### src/rtl/dac_scheduler_if.sv
// Requester and DAC-driver side signals of the DAC scheduler.
// The scheduler uses the master view; requesters and the driver use the slave view.
interface dac_scheduler_if #(
  parameter int NUM_REQ = 4
);
  logic [NUM_REQ-1:0]   req;
  logic [8*NUM_REQ-1:0] req_data;
  logic [8*NUM_REQ-1:0] req_ctrl;
  logic [NUM_REQ-1:0]   ack;
  logic [7:0]           dac_data;
  logic [7:0]           dac_control;
  logic                 dac_begin;
  logic                 dac_sync;
  logic                 busy;
  logic                 timeout_err;
  logic                 clear_err;

  modport master (
    input  req, req_data, req_ctrl, dac_sync, clear_err,
    output ack, dac_data, dac_control, dac_begin, busy, timeout_err
  );

  modport slave (
    output req, req_data, req_ctrl, dac_sync, clear_err,
    input  ack, dac_data, dac_control, dac_begin, busy, timeout_err
  );
endinterface

### src/rtl/dac_scheduler.sv
// Round-robin sharing of one SPI DAC driver among NUM_REQ requesters.
// Latches the winning word, launches the driver, tracks dac_sync and acks on completion.
module dac_scheduler #(
  parameter int NUM_REQ    = 4,
  parameter int GAP_CYCLES = 2,
  parameter int TIMEOUT    = 40
) (
  input  logic            clk,
  input  logic            rst_n,
  dac_scheduler_if.master bus
);

  typedef enum logic [1:0] {
    S_IDLE,
    S_START,
    S_WAIT_HIGH,
    S_GAP
  } state_t;

  localparam int unsigned NR  = NUM_REQ;
  localparam int          IW  = $clog2(NUM_REQ);
  localparam int          TW0 = $clog2(TIMEOUT + 1);
  localparam int          TW1 = $clog2(GAP_CYCLES + 1);
  localparam int          TWA = (TW0 > TW1) ? TW0 : TW1;
  localparam int          TW  = (TWA > 6) ? TWA : 6;

  // Timer reads 0 in the first cycle of a state, so the last allowed cycle is N-1.
  localparam logic [TW-1:0] TMO_LAST = TW'(TIMEOUT - 1);
  localparam logic [TW-1:0] GAP_LAST = (GAP_CYCLES > 1) ? TW'(GAP_CYCLES - 1) : '0;

  state_t             r_state;
  logic [TW-1:0]      r_timer;
  logic [IW-1:0]      r_rr;
  logic [IW-1:0]      r_grant;
  logic [NUM_REQ-1:0] r_ack;
  logic [7:0]         r_data;
  logic [7:0]         r_ctrl;
  logic               r_begin;
  logic               r_busy;
  logic               r_err;

  logic               w_found;
  logic [IW-1:0]      w_idx;
  logic [IW-1:0]      w_k;
  logic [7:0]         w_data;
  logic [7:0]         w_ctrl;
  logic               w_tmo;
  logic               w_abort;

  // First pending request at or above the rr pointer, wrapping around.
  always_comb begin
    w_found = 1'b0;
    w_idx   = '0;
    w_k     = '0;
    w_data  = '0;
    w_ctrl  = '0;
    for (int unsigned i = 0; i < NR; i++) begin
      w_k = ((32'(r_rr) + i) >= NR) ? IW'(32'(r_rr) + i - NR) : IW'(32'(r_rr) + i);
      if (!w_found && bus.req[w_k]) begin
        w_found = 1'b1;
        w_idx   = w_k;
      end
    end
    for (int unsigned i = 0; i < NR; i++) begin
      if (IW'(i) == w_idx) begin
        w_data = bus.req_data[8*i +: 8];
        w_ctrl = bus.req_ctrl[8*i +: 8];
      end
    end
  end

  assign w_tmo   = (r_timer >= TMO_LAST);
  assign w_abort = w_tmo && (((r_state == S_START) && bus.dac_sync) ||
                             ((r_state == S_WAIT_HIGH) && !bus.dac_sync));

  always_ff @(posedge clk or negedge rst_n) begin
    if (!rst_n) begin
      r_state <= S_IDLE;
      r_timer <= '0;
      r_rr    <= '0;
      r_grant <= '0;
      r_ack   <= '0;
      r_data  <= '0;
      r_ctrl  <= '0;
      r_begin <= 1'b0;
      r_busy  <= 1'b0;
      r_err   <= 1'b0;
    end else begin
      r_ack <= '0;
      if (r_timer != '1) r_timer <= r_timer + 1'b1;

      // A new abort outranks a clear in the same cycle.
      if (w_abort)            r_err <= 1'b1;
      else if (bus.clear_err) r_err <= 1'b0;

      case (r_state)
        S_IDLE: begin
          if (w_found && bus.dac_sync) begin
            r_data  <= w_data;
            r_ctrl  <= w_ctrl;
            r_grant <= w_idx;
            r_begin <= 1'b1;
            r_busy  <= 1'b1;
            r_timer <= '0;
            r_state <= S_START;
          end
        end
        S_START: begin
          if (!bus.dac_sync) begin
            r_begin <= 1'b0;
            r_timer <= '0;
            r_state <= S_WAIT_HIGH;
          end else if (w_tmo) begin
            r_begin <= 1'b0;
            r_timer <= '0;
            r_state <= S_GAP;
          end
        end
        S_WAIT_HIGH: begin
          if (bus.dac_sync) begin
            r_ack[r_grant] <= 1'b1;
            r_rr    <= (r_grant == IW'(NR - 1)) ? '0 : r_grant + 1'b1;
            r_timer <= '0;
            r_state <= S_GAP;
          end else if (w_tmo) begin
            r_timer <= '0;
            r_state <= S_GAP;
          end
        end
        S_GAP: begin
          if (r_timer >= GAP_LAST) begin
            r_busy  <= 1'b0;
            r_timer <= '0;
            r_state <= S_IDLE;
          end
        end
        default: r_state <= S_IDLE;
      endcase
    end
  end

  assign bus.ack         = r_ack;
  assign bus.dac_data    = r_data;
  assign bus.dac_control = r_ctrl;
  assign bus.dac_begin   = r_begin;
  assign bus.busy        = r_busy;
  assign bus.timeout_err = r_err;

endmodule

### src/flat_wrapper.sv
// flat-port wrapper written by rule: the top's interface ports become plain ports
module dac_scheduler_flat 
#(
  parameter int NUM_REQ    = 4,
  parameter int GAP_CYCLES = 2,
  parameter int TIMEOUT    = 40
)
  (clk, rst_n, bus_req, bus_req_data, bus_req_ctrl, bus_dac_sync, bus_clear_err, bus_ack, bus_dac_data, bus_dac_control, bus_dac_begin, bus_busy, bus_timeout_err);
  dac_scheduler_if #(.NUM_REQ(NUM_REQ)) bus_i ();
  input  logic clk;
  input  logic rst_n;
  input wire logic [$bits(bus_i.req)-1:0] bus_req;
  input wire logic [$bits(bus_i.req_data)-1:0] bus_req_data;
  input wire logic [$bits(bus_i.req_ctrl)-1:0] bus_req_ctrl;
  input wire logic [$bits(bus_i.dac_sync)-1:0] bus_dac_sync;
  input wire logic [$bits(bus_i.clear_err)-1:0] bus_clear_err;
  output wire logic [$bits(bus_i.ack)-1:0] bus_ack;
  output wire logic [$bits(bus_i.dac_data)-1:0] bus_dac_data;
  output wire logic [$bits(bus_i.dac_control)-1:0] bus_dac_control;
  output wire logic [$bits(bus_i.dac_begin)-1:0] bus_dac_begin;
  output wire logic [$bits(bus_i.busy)-1:0] bus_busy;
  output wire logic [$bits(bus_i.timeout_err)-1:0] bus_timeout_err;
  assign bus_i.req = bus_req;
  assign bus_i.req_data = bus_req_data;
  assign bus_i.req_ctrl = bus_req_ctrl;
  assign bus_i.dac_sync = bus_dac_sync;
  assign bus_i.clear_err = bus_clear_err;
  assign bus_ack = bus_i.ack;
  assign bus_dac_data = bus_i.dac_data;
  assign bus_dac_control = bus_i.dac_control;
  assign bus_dac_begin = bus_i.dac_begin;
  assign bus_busy = bus_i.busy;
  assign bus_timeout_err = bus_i.timeout_err;
  dac_scheduler #(.NUM_REQ(NUM_REQ), .GAP_CYCLES(GAP_CYCLES), .TIMEOUT(TIMEOUT)) u_core (.clk(clk), .rst_n(rst_n), .bus(bus_i));
endmodule
### config.mk
export PLATFORM = sky130hd
export DESIGN_NAME = dac_scheduler_flat
export DESIGN_NICKNAME = d
export VERILOG_FILES = /design/src/rtl/dac_scheduler_if.sv /design/src/rtl/dac_scheduler.sv /design/src/flat_wrapper.sv
export SDC_FILE = /design/constraint.sdc
export NUM_CORES = 1
export LEC_CHECK = 0
export CORE_ASPECT_RATIO = 0.6
export CORE_UTILIZATION = 40
export CTS_CLUSTER_SIZE = 16
export DETAILED_ROUTE_END_ITERATION = 6
export GPL_ROUTABILITY_DRIVEN = 0
export PLACE_DENSITY = 0.75
export SLEW_MARGIN = 15
export SYNTH_ARGS = -nofsm -noshare
export SYNTH_HDL_FRONTEND = slang
export SYNTH_SLANG_ARGS = --single-unit
### constraint.sdc
create_clock -name clk -period 2.8 [get_ports clk]
set_clock_uncertainty 0.1 [all_clocks]
set_input_delay 0.56 -clock clk [delete_from_list [all_inputs] [get_ports clk]]
set_output_delay 0.56 -clock clk [all_outputs]
set_load 0.005 [all_outputs]
==> out/qor_table.md <==
| Item | This run | Unit |
|---|---|---|
| Post-place setup slack | -0.149 | ns |
| Cell Chain, Critical Path | clkdlybuf4s50_1 -> or4_4 -> nor3b_4 -> o31ai_4 -> buf_12 -> buf_12 -> a221oi_2 -> a2111oi_2 | - |
| Top-area cell type share of the netlist area | 0.381 | - |
| Most Frequent Cell on Critical Path | buf_12 | - |
| FP Rows | 20 | - |
| Layout overhead on the synthesized area | 50.2 | % |
| CP max FO | 10 | - |
| Maximum vdd drop | 0.444 | mV |
| Final HPWL DP | 5110 | um |
| Via density | 5.38 | - |
| Post-detailed-route wirelength per cell | 15.9 | um |
| DRT antenna net count | 0 | - |
| Number of global-route vias before repair | 2209 | - |
| Worst hold-check path type | in2async | - |
| Yosys reg bits | 35 | - |
| Number of remaining DRC errors | 0 | - |
| Fraction of layout instances using a drive strength above 1 | 0.126 | - |
| Number of levels the H-tree was split into | 2 | - |
| Final setup viols | 0 | - |
| Biggest area consumer among synthesized cells | dfrtp_1 | - |
| GR Overflow Total | 0 | - |
| Maxcap violations | 0 | - |
| Final instance area | 3460 | um^2 |
| Maximum number of pins on one net before global-route repair | 36 | - |
| Transition time at the pin with the least slew margin | 0.789 | ns |
| Endpoint type of the worst setup path | flop | - |
| GRT Total Usage | 0.233 | - |
| Wire length of the first global-routing pass | 10600 | um |
| Clock latency on the worst-skew pair | 0.29 | ns |
| TritonRoute pass-1 iters | 4 | - |
| Number of primary I/O pins | 95 | - |
| Setup repair after global routing missed its margin | no | - |
| Power density over cell area | 717 | nW/um^2 |
| Min Tclk post-route | 2.54 | ns |
| Fill cell count | 430 | - |
| Average instance area after synthesis | 9.43 | um^2 |
| Number of cells traversed by the worst register-to-register path | 6 | - |
| Die extent in y | 60.8 | um |
| Minimum setup slack in the final design | 0.264 | ns |
| # port buffers | 94 | - |
| Kind of start point of the critical path | input pin | - |
| Result of the run | finished clean | - |
| Static Leak | 1.47 | nW |
| Data arrival time at the worst-slack endpoint | 2.61 | ns |
| Starting utilization of the core area | 0.434 | - |
| Resized cells post-CTS | 0 | - |
| Synth top area cells | dfrtp_1, nor2_1, a2111oi_2 | - |
| Warning count from the yosys run | 0 | - |
| Largest delay share family, worst path | buffers and inverters | - |
| TritonCTS clock tree | built | - |
| Diodes inserted | 0 | - |
| Setup Total Neg Slack | 0 | ns |
| Unique masters post-synth | 50 | - |
| Cell count after synthesis | 244 | - |
| Net count after synthesis | 323 | - |
| Total vias in the final route | 2253 | - |
| Crit path buffers/inverters | 3 | - |
| Area of the die | 6070 | um^2 |
| Rel. slew slack | 0.474 | - |
| Number of clock sinks seen by CTS | 35 | - |
| Buffers inserted during post-CTS setup optimization | 0 | - |
| Number of buffers created by CTS | 5 | - |
| Stages on the worst setup path | 8 | - |
| Critical path data required time | 2.88 | ns |
| Clock transition at the registers of the reported paths | 0.07 | ns |
| Number of DRC markers after the initial detailed-route iteration | 109 | - |
| Routed wire length | 6660 | um |
| Delay of the slowest critical-path stage | 0.57 | ns |
| Max Freq | 0.394 | GHz |
| Max Transition Viols Final | 0 | - |
| Number of synthesized flops with an enable pin | 0 | - |
| Final-report hold violation count | 0 | - |
| Area of placed instances | 3340 | um^2 |
| Total Nets Final | 422 | - |
| Core box area | 5310 | um^2 |
| Share of synthesized area occupied by flip-flops and latches | 0.381 | - |
| Critical Setup Path Class | in2reg | - |
| Post-synthesis cell area | 2300 | um^2 |
| Async set-reset flop share out of synthesis | 1.00 | - |
| Slowest-stage cell, CP | or4_4 | - |
| Top flip-flop cell by instance count after synthesis | dfrtp_1 | - |
| Part of the cycle the worst path needs | 0.906 | - |
| Antenna violations before repair | 0 | - |
| Final core utilization | 0.651 | - |
| Number of buffers inserted for hold repair after clock tree synthesis | 0 | - |
| Floorplan die width | 99.9 | um |
| Buffer levels on the longest clock path | 2 | - |
| Buffer type at the clock tree root | clkbuf_8 | - |
## cell families after synthesis
logic type | count (synthesis) | synth area share
adders and majority gates | 7 | 0.0381
and+or+nand+nor | 93 | 0.203
AOI/OAI and AO/OA | 63 | 0.281
xor gates and xnor gates | 2 | 0.00761
buffers and inverters | 42 | 0.0805
muxes | 2 | 0.00924
DFF | 35 | 0.381
## worst paths after layout
check | from | end | slack, ns
max | bus_req[3] | u_core.bus.dac_data[1] | 0.26
min | rst_n | u_core.r_timer[2] | 0.25
max reg2reg | u_core.r_timer[0] | u_core.r_timer[2] | 0.58
min reg2reg | u_core.bus.dac_begin | u_core.bus.dac_begin | 0.45
max in group asynchronous | rst_n | u_core.bus.dac_control[5] | 1.84
min in group clk | u_core.bus.dac_begin | u_core.bus.dac_begin | 0.45
## metal layers
layer  GRT usage  routed length (um)  vias to the layer above
met5           0                   0                        -
met4      0.0735                  70                        0
met3      0.0783                 613                       10
met2       0.369                2870                      105
met1       0.307                3110                     1054
li1            -                   -                     1084
## final cells by class
| class | instances | area (um^2) | share of cell area |
|---|---|---|---|
| clock buffer | 6 | 72.6 | 0.0210 |
| inverter | 28 | 105 | 0.0304 |
| multi-input combinational | 167 | 1240 | 0.360 |
| tap | 77 | 96.3 | 0.0279 |
| timing repair buffer | 106 | 1060 | 0.308 |
| sequential | 35 | 876 | 0.253 |
## synth_stat cells (all sizes together), types with 2 or more instances
cell     instances
a2111oi         17
a21oi            7
a221o            2
a221oi          16
and3             4
buf              8
clkbuf           6
dfrtp           35
ha               7
inv             28
nand2            8
nand2b           2
nand3            2
nand4            2
nor2            45
nor2b           16
nor3             4
o21a             2
o21ai            4
o221ai           3
o31ai            3
or3              2
or4              2
## state kept, by name (all words and copies together) (netlist names), 2 cells and up
register	flops
u_core.r_rr	2
u_core.r_state	2
u_core.r_timer	6
u_core.bus.dac_control	8
u_core.bus.ack	4
u_core.bus.dac_data	8
u_core.r_grant	2
## cells in the final DEF, fill, tap and decap left out, types with 2 or more instances in the layout
cell,Yosys,layout
o21a_1,2,2
o21ai_0,3,3
nand2_1,8,8
a21oi_1,7,7
dfrtp_1,35,35
a221oi_1,7,7
a221oi_2,9,9
o221ai_1,3,3
nor3_1,4,4
nand2b_1,2,2
inv_1,28,28
or3_1,2,2
nor2_1,45,44
clkdlybuf4s50_1,0,93
a221o_1,2,2
nand3_1,2,2
buf_12,1,3
buf_4,1,9
nor2b_1,16,16
a2111oi_2,10,10
and3_1,4,4
clkbuf_8,0,5
a2111oi_1,6,6
nand4_1,2,2
o31ai_1,2,2
ha_1,7,7
## report_power, final
group | leakage, nW | internal, mW | total (mW) | switching, mW
logic | 1.00 | 0.690 | 1.26 | 0.570
clock network | 0.0371 | 0.166 | 0.338 | 0.172
registers | 0.424 | 0.700 | 0.880 | 0.179
total | 1.47 | 1.56 | 2.48 | 0.921
## through the flow
step	hold WS [ns]	cells	power (mW)
2_1_floorplan	0.164	244	1.53
3_3_place_gp	0.417	410	2.08
3_5_place_dp	0.429	410	2.11
4_1_cts	0.275	416	2.45
5_1_grt	0.304	419	2.65
6_report	0.252	419	2.48
(Power assumes the default switching activity.)
